`src/rtl/ps2_pkg.sv`:
```
// Shared types and constants for the PS/2 keyboard decoder: FSM state
// encoding, scancode prefix bytes and the keyboard status bytes that are
// dropped instead of being reported as key events.
package ps2_pkg;

   typedef enum logic [1:0] {
      IDLE   = 2'd0,
      DATA   = 2'd1,
      PARITY = 2'd2,
      STOP   = 2'd3
   } ps2_state_e;

   localparam logic [7:0] PFX_EXT   = 8'hE0;
   localparam logic [7:0] PFX_REL   = 8'hF0;
   localparam logic [7:0] PFX_PAUSE = 8'hE1;

   // Bytes following the Pause prefix that are swallowed without effect
   localparam logic [2:0] PAUSE_SKIP = 3'd7;

   // Keyboard status / acknowledge bytes that never represent a key
   localparam logic [7:0] IGN_ERR0   = 8'h00;
   localparam logic [7:0] IGN_BAT_OK = 8'hAA;
   localparam logic [7:0] IGN_ECHO   = 8'hEE;
   localparam logic [7:0] IGN_ACK    = 8'hFA;
   localparam logic [7:0] IGN_BAT_E1 = 8'hFC;
   localparam logic [7:0] IGN_BAT_E2 = 8'hFD;
   localparam logic [7:0] IGN_RESEND = 8'hFE;
   localparam logic [7:0] IGN_ERR1   = 8'hFF;

   function automatic logic is_ignored(input logic [7:0] b);
      return b inside {IGN_ERR0, IGN_BAT_OK, IGN_ECHO, IGN_ACK,
                       IGN_BAT_E1, IGN_BAT_E2, IGN_RESEND, IGN_ERR1};
   endfunction

endpackage

```
`src/rtl/ps2_line_filter.sv`:
```
// Brings one asynchronous PS/2 line into the clk_sys domain and debounces
// it: the filtered level only follows the synchronized level after they
// have disagreed for FILTER_LEN consecutive cycles. A one-cycle fall
// strobe marks the first cycle in which the filtered level reads 0.
module ps2_line_filter #(
   parameter int FILTER_LEN = 8
) (
   input  logic clk_sys,
   input  logic reset,
   input  logic line_in,
   output logic sync_out,
   output logic level_out,
   output logic fall_out
);

   localparam int CNT_W = (FILTER_LEN > 1) ? $clog2(FILTER_LEN) : 1;
   localparam logic [CNT_W-1:0] CNT_LAST = CNT_W'(FILTER_LEN - 1);

   logic [1:0]       sync_q;
   logic             level_q, level_d;
   logic [CNT_W-1:0] cnt_q, cnt_d;
   logic             fall_q, fall_d;

   // Debounce: count disagreeing cycles, flip the level on the last one
   always_comb begin
      level_d = level_q;
      cnt_d   = '0;
      if (sync_q[1] != level_q) begin
         if (cnt_q == CNT_LAST) begin
            level_d = sync_q[1];
         end else begin
            cnt_d = cnt_q + CNT_W'(1);
         end
      end
      fall_d = level_q & ~level_d;
   end

   // Synchronizer, filtered level and strobe; idle-high so reset release is edge-free
   always_ff @(posedge clk_sys or posedge reset) begin
      if (reset) begin
         sync_q  <= 2'b11;
         level_q <= 1'b1;
         cnt_q   <= '0;
         fall_q  <= 1'b0;
      end else begin
         sync_q  <= {sync_q[0], line_in};
         level_q <= level_d;
         cnt_q   <= cnt_d;
         fall_q  <= fall_d;
      end
   end

   assign sync_out  = sync_q[1];
   assign level_out = level_q;
   assign fall_out  = fall_q;

endmodule

```
`src/rtl/ps2_key_decoder.sv`:
```
// PS/2 keyboard receiver: frames 11-bit serial words on the filtered clock
// falling edge, checks parity and stop bit, strips prefix/status bytes and
// presents one key event at a time on ps2_key with a toggling event bit.
module ps2_key_decoder
   import ps2_pkg::*;
#(
   parameter int FILTER_LEN  = 8,
   parameter int TIMEOUT_CYC = 50000
) (
   input  logic        clk_sys,
   input  logic        reset,
   input  logic        ps2_clk_in,
   input  logic        ps2_dat_in,
   output logic [10:0] ps2_key,
   output logic        frame_err
);

   localparam int TO_W = $clog2(TIMEOUT_CYC + 1);
   localparam logic [TO_W-1:0] TO_LAST = TO_W'(TIMEOUT_CYC - 1);

   logic clk_sync, clk_level, clk_fall;
   logic dat_sync, dat_level, dat_fall;
   logic unused_ok;

   ps2_line_filter #(.FILTER_LEN(FILTER_LEN)) u_clk_filter (
      .clk_sys   (clk_sys),
      .reset     (reset),
      .line_in   (ps2_clk_in),
      .sync_out  (clk_sync),
      .level_out (clk_level),
      .fall_out  (clk_fall)
   );

   ps2_line_filter #(.FILTER_LEN(FILTER_LEN)) u_dat_filter (
      .clk_sys   (clk_sys),
      .reset     (reset),
      .line_in   (ps2_dat_in),
      .sync_out  (dat_sync),
      .level_out (dat_level),
      .fall_out  (dat_fall)
   );

   // Only the clock strobe and the synchronized data level drive the decoder
   assign unused_ok = &{1'b0, clk_sync, clk_level, dat_level, dat_fall};

   ps2_state_e       state_q, state_d;
   logic [2:0]       bit_cnt_q, bit_cnt_d;
   logic [7:0]       shift_q, shift_d;
   logic             par_ok_q, par_ok_d;
   logic [TO_W-1:0]  to_cnt_q, to_cnt_d;
   logic             ext_q, ext_d;
   logic             rel_q, rel_d;
   logic [2:0]       skip_q, skip_d;
   logic [10:0]      key_q, key_d;
   logic             frame_err_q, frame_err_d;

   logic start_bit, shift_en, parity_en, stop_en, timeout;
   logic byte_ok, byte_bad;

   // FSM state register
   always_ff @(posedge clk_sys or posedge reset) begin
      if (reset) begin
         state_q <= IDLE;
      end else begin
         state_q <= state_d;
      end
   end

   // FSM next state: walk start/data/parity/stop, abandon the frame on timeout
   always_comb begin
      state_d = state_q;
      unique case (state_q)
         IDLE:    if (start_bit) state_d = DATA;
         DATA:    if (shift_en && bit_cnt_q == 3'd7) state_d = PARITY;
         PARITY:  if (parity_en) state_d = STOP;
         STOP:    if (stop_en) state_d = IDLE;
         default: state_d = IDLE;
      endcase
      if (timeout) state_d = IDLE;
   end

   // FSM outputs: which frame field the current sample point belongs to
   always_comb begin
      start_bit = (state_q == IDLE) && clk_fall && !dat_sync;
      shift_en  = (state_q == DATA) && clk_fall;
      parity_en = (state_q == PARITY) && clk_fall;
      stop_en   = (state_q == STOP) && clk_fall;
      timeout   = (state_q != IDLE) && !clk_fall && (to_cnt_q == TO_LAST);
      byte_ok   = stop_en && dat_sync && par_ok_q;
      byte_bad  = stop_en && !(dat_sync && par_ok_q);
   end

   // Datapath: bit assembly, timeout counting, prefix tracking and key output
   always_comb begin
      bit_cnt_d   = bit_cnt_q;
      shift_d     = shift_q;
      par_ok_d    = par_ok_q;
      to_cnt_d    = to_cnt_q;
      ext_d       = ext_q;
      rel_d       = rel_q;
      skip_d      = skip_q;
      key_d       = key_q;
      frame_err_d = 1'b0;

      if (start_bit) bit_cnt_d = 3'd0;
      if (shift_en) begin
         shift_d   = {dat_sync, shift_q[7:1]};
         bit_cnt_d = bit_cnt_q + 3'd1;
      end
      if (parity_en) par_ok_d = ^{shift_q, dat_sync};

      if (state_q == IDLE || clk_fall || timeout) begin
         to_cnt_d = '0;
      end else begin
         to_cnt_d = to_cnt_q + TO_W'(1);
      end

      if (byte_bad || timeout) begin
         frame_err_d = 1'b1;
         ext_d       = 1'b0;
         rel_d       = 1'b0;
      end

      if (byte_ok) begin
         if (skip_q != 3'd0) begin
            skip_d = skip_q - 3'd1;
         end else if (shift_q == PFX_PAUSE) begin
            skip_d = PAUSE_SKIP;
         end else if (shift_q == PFX_EXT) begin
            ext_d = 1'b1;
         end else if (shift_q == PFX_REL) begin
            rel_d = 1'b1;
         end else if (!ext_q && !rel_q && is_ignored(shift_q)) begin
            skip_d = skip_q;
         end else begin
            key_d = {~key_q[10], ~rel_q, ext_q, shift_q};
            ext_d = 1'b0;
            rel_d = 1'b0;
         end
      end
   end

   // Datapath registers
   always_ff @(posedge clk_sys or posedge reset) begin
      if (reset) begin
         bit_cnt_q   <= '0;
         shift_q     <= '0;
         par_ok_q    <= 1'b0;
         to_cnt_q    <= '0;
         ext_q       <= 1'b0;
         rel_q       <= 1'b0;
         skip_q      <= '0;
         key_q       <= '0;
         frame_err_q <= 1'b0;
      end else begin
         bit_cnt_q   <= bit_cnt_d;
         shift_q     <= shift_d;
         par_ok_q    <= par_ok_d;
         to_cnt_q    <= to_cnt_d;
         ext_q       <= ext_d;
         rel_q       <= rel_d;
         skip_q      <= skip_d;
         key_q       <= key_d;
         frame_err_q <= frame_err_d;
      end
   end

   assign ps2_key   = key_q;
   assign frame_err = frame_err_q;

endmodule

```
`config.mk`:
```
export PLATFORM = sky130hd
export DESIGN_NAME = ps2_key_decoder
export DESIGN_NICKNAME = d
export VERILOG_FILES = /design/src/rtl/ps2_pkg.sv /design/src/rtl/ps2_line_filter.sv /design/src/rtl/ps2_key_decoder.sv
export SDC_FILE = /design/constraint.sdc
export NUM_CORES = 1
export LEC_CHECK = 0
export CAP_MARGIN = 40
export CELL_PAD_IN_SITES_DETAIL_PLACEMENT = 0
export CELL_PAD_IN_SITES_GLOBAL_PLACEMENT = 1
export CORE_ASPECT_RATIO = 0.6
export CORE_UTILIZATION = 50
export CTS_CLUSTER_SIZE = 40
export DETAILED_ROUTE_END_ITERATION = 8
export GPL_TIMING_DRIVEN = 0
export PLACE_DENSITY_LB_ADDON = 0.1
export SYNTH_ARGS = -nofsm -noshare
export SYNTH_HDL_FRONTEND = slang
export SYNTH_SLANG_ARGS = --single-unit
export TNS_END_PERCENT = 100
```
`constraint.sdc`:
```
create_clock -name clk_sys -period 3.3 [get_ports clk_sys]
set_input_delay 0.825 -clock clk_sys [delete_from_list [all_inputs] [get_ports clk_sys]]
set_output_delay 0.825 -clock clk_sys [all_outputs]
set_load 0.03 [all_outputs]
```
==> impl_metrics.csv <==
group,metric,value,unit
cts,clock-sinks,56,
placed_design,placed_cell_area,2940,µm²
floorplan,coreArea,5130,µm²
logic_synthesis,synth_edf_count,0,
logic_synthesis,ys_ff_latch,56,
global_routing,grt_max_degree,38,
logic_synthesis,ys_types,43,
floorplan,start_util,0.524,
global_routing,grt-ovfl-total,0,
timing,setup_tns,0,ps
finish,nets,276,
power,powerDensity,384,nW/µm²
logic_synthesis,synthFlopType,"dfrtp_1",
worst_setup_path,max_stage_delay,670,ps
floorplan,fp.dieH,58.8,µm
worst_setup_path,path_max_fanout,2,
timing,clock_skew,8.38,ps
logic_synthesis,syn_area,2690,µm²
drt,drt-total-wl,4.51,mm
logic_synthesis,synth_area_leaders,"dfrtp_1 47%, ha_1 5.1%, dfstp_2 4.9%",
logic_synthesis,ys_seq_area_frac,0.523,
timing,setup_viol,0,
drt,drc,0,
finish,insertedDiodeCount,0,
timing,fmax,460,MHz
worst_setup_path,arrival,1350,ps
cts,clk_path_buf_depth,2,
cts,cts_root_buf,"clkbuf_8",
finish,stdcell_count,328,
drt,drtIter0Drc,62,
power,p_leak,1.41,nW
finish,syn2layout_area_growth,13.0,%
placed_design,io_buffer_count,15,
logic_synthesis,yosys.area.top_type_share,0.474,
logic_synthesis,postSynth.asyncResetShare,1.00,
placed_design,place_hpwl,3.34,mm
drt,drt_pass1_iterations,4,
cts,path_clk_slew,100,ps
floorplan,dieArea,5690,µm²
logic_synthesis,syn_nets,253,
worst_setup_path,worstPathCellList,"clkdlybuf4s50_1",
worst_setup_path,critical_path_class,"flip-flop to output port",
drt,dr_total_vias,1756,
timing,relSlewSlack,0.676,
worst_setup_path,cp.required,2470,ps
logic_synthesis,syn_inst,238,
timing,fin_crit_sh,0.659,
placed_design,dp_cells,320,
timing,rsz0062_at_grt,"false",
timing,hold_violations,0,
timing,slew_viol_final,0,
job,max-cap-violations,0,
cts,cts_buffers,5,
floorplan,die-width,96.7,µm
timing,hold-worst-slack,360,ps
drt,antenna_left,0,
logic_synthesis,synth.most_common_cell,"dfrtp_1",
floorplan,num_rows,20,
cts,cts_post_setup_buffers_inserted,0,
cts,cts_tree,"built",
finish,final_area,3040,µm²
timing,worst_pin_slew,486,ps
logic_synthesis,synth_top_cell_by_area,"dfrtp_1",
cts,clk_latency,310,ps
placed_design,place_congestion,0.735,
cts,htreeDepth,2,
drt,vias_per_cell,5.35,
min_path,hold_class,"flip-flop to flip-flop",
worst_setup_path,cp_slowest_cell,"clkdlybuf4s50_1",
logic_synthesis,ys.warnings.count,0,
logic_synthesis,avgSynthCellArea,11.3,µm²
outcome,status,"finished, final reports clean",
global_routing,grt_pass1_vias,1590,
timing,period_needed,2170,ps
cts,cts-hold-fix-buffers,0,
worst_setup_path,cp_top_family,"buffers and inverters",
worst_setup_path,worst-path-buf-inv,1,
cts,ctsResizeCount,0,
logic_synthesis,synthTopCellsByCount,"51 x dfrtp_1, 22 x nor2_1, 20 x nand2_1",
global_routing,antenna_found_initial,0,
global_routing,grtUsageTotal,0.174,
power,ir_worst_vdd,0.000236,V
worst_setup_path,end_kind,"output port",
floorplan,ios,16,
finish,drive_gt1_frac,0.141,
drt,routedWlPerCell,13.7,µm
global_routing,grt_pass1_wl,7.75,mm
worst_setup_path,critPathLaunchType,"flip-flop",
finish,num-fill-cells,431,
-- per-layer routing --
layer,GRT usage,up-vias,share of wire
li1,-,878,-
met1,0.267,852,0.56
met2,0.253,22,0.40
met3,0.0428,4,0.031
met4,0.0320,0,0.0060
met5,0,-,0
-- state kept, by name, indices dropped and copies added (netlist names) --
register / flops
bit_cnt_q: 3
ext_q: 1
frame_err: 1
par_ok_q: 1
ps2_key: 11
rel_q: 1
shift_q: 8
skip_q: 3
state_q: 2
to_cnt_q: 16
u_clk_filter.cnt_q: 3
u_clk_filter.fall_out: 1
u_clk_filter.level_out: 1
u_clk_filter.sync_q: 2
u_dat_filter.sync_q: 2
-- worst paths after layout --
check / start / endpoint / slack (ps) / depth (start not counted)
worst min-delay path: u_dat_filter.sync_q[0] / u_dat_filter.sync_q[1] / 360 / 0
worst max-delay path: ps2_key[7] / ps2_key[7] / 1130 / 1
min in group asynchronous: reset / bit_cnt_q[2] / 810 / 2
worst max register to register: to_cnt_q[7] / to_cnt_q[7] / 1260 / 5
worst min register to register: u_dat_filter.sync_q[0] / u_dat_filter.sync_q[1] / 360 / 0
max in group asynchronous: reset / ps2_key[7] / 1960 / 3
-- metrics by stage --
stage | power, mW | setup WS (ps) | utilization
3_3_place_gp | 0.793 | 60.0 | 0.570
3_5_place_dp | 0.798 | 1300 | 0.574
4_1_cts | 1.19 | 1110 | 0.592
6_report | 1.17 | 1130 | 0.592
5_1_grt | 1.23 | 1080 | 0.592
2_1_floorplan | 0.778 | 1110 | -
-- report_power, final --
group / leakage (nW) / internal [mW] / switching (mW)
clock network: 0.0463 / 0.156 / 0.230
registers: 0.763 / 0.713 / 0.0117
logic: 0.601 / 0.0276 / 0.0290
total: 1.41 / 0.897 / 0.271
-- layout by cell type, fill, tap and decap left out, types with 2 or more instances in the layout --
master           count
dfrtp_1             51
nor2_1              22
nand2_1             20
clkdlybuf4s50_1     15
nand3_1             13
xnor2_1             13
o21ai_0             12
xor2_1              11
ha_1                11
mux2_2               9
mux2_4               7
inv_1                6
clkbuf_1             5
and3_1               5
nand4_1              5
and4_1               5
clkbuf_8             5
dfstp_2              5
nor3_1               3
and2_1               3
nor4bb_1             2
a22o_1               2
or3_1                2
nand2b_1             2
or4_1                2
mux2i_1              2
-- kinds of logic (layout without fill, tap and decap cells) --
logic type / after synthesis / in the layout / synth area share
XOR/XNOR: 24 / 24 / 0.0781
multiplexers: 18 / 18 / 0.0842
buffers and inverters: 15 / 39 / 0.0242
AND/OR/NAND/NOR: 91 / 91 / 0.180
flip-flops: 56 / 56 / 0.523
adder cells (fa/ha/maj): 11 / 11 / 0.0512
AO/OA/AOI/OAI: 23 / 23 / 0.0586
-- final cells by class --
| class | instances | area, µm² | area share |
|---|---|---|---|
| well taps | 66 | 82.6 | 0.0272 |
| multi-input cells | 167 | 1220 | 0.401 |
| clock inverters | 3 | 27.5 | 0.00906 |
| repair buffers | 16 | 170 | 0.0560 |
| clock buffers | 5 | 68.8 | 0.0226 |
| flip-flops and latches | 56 | 1410 | 0.463 |
| inverters | 7 | 26.3 | 0.00865 |
| plain buffers | 8 | 38.8 | 0.0128 |
(Power assumes the default switching activity.)
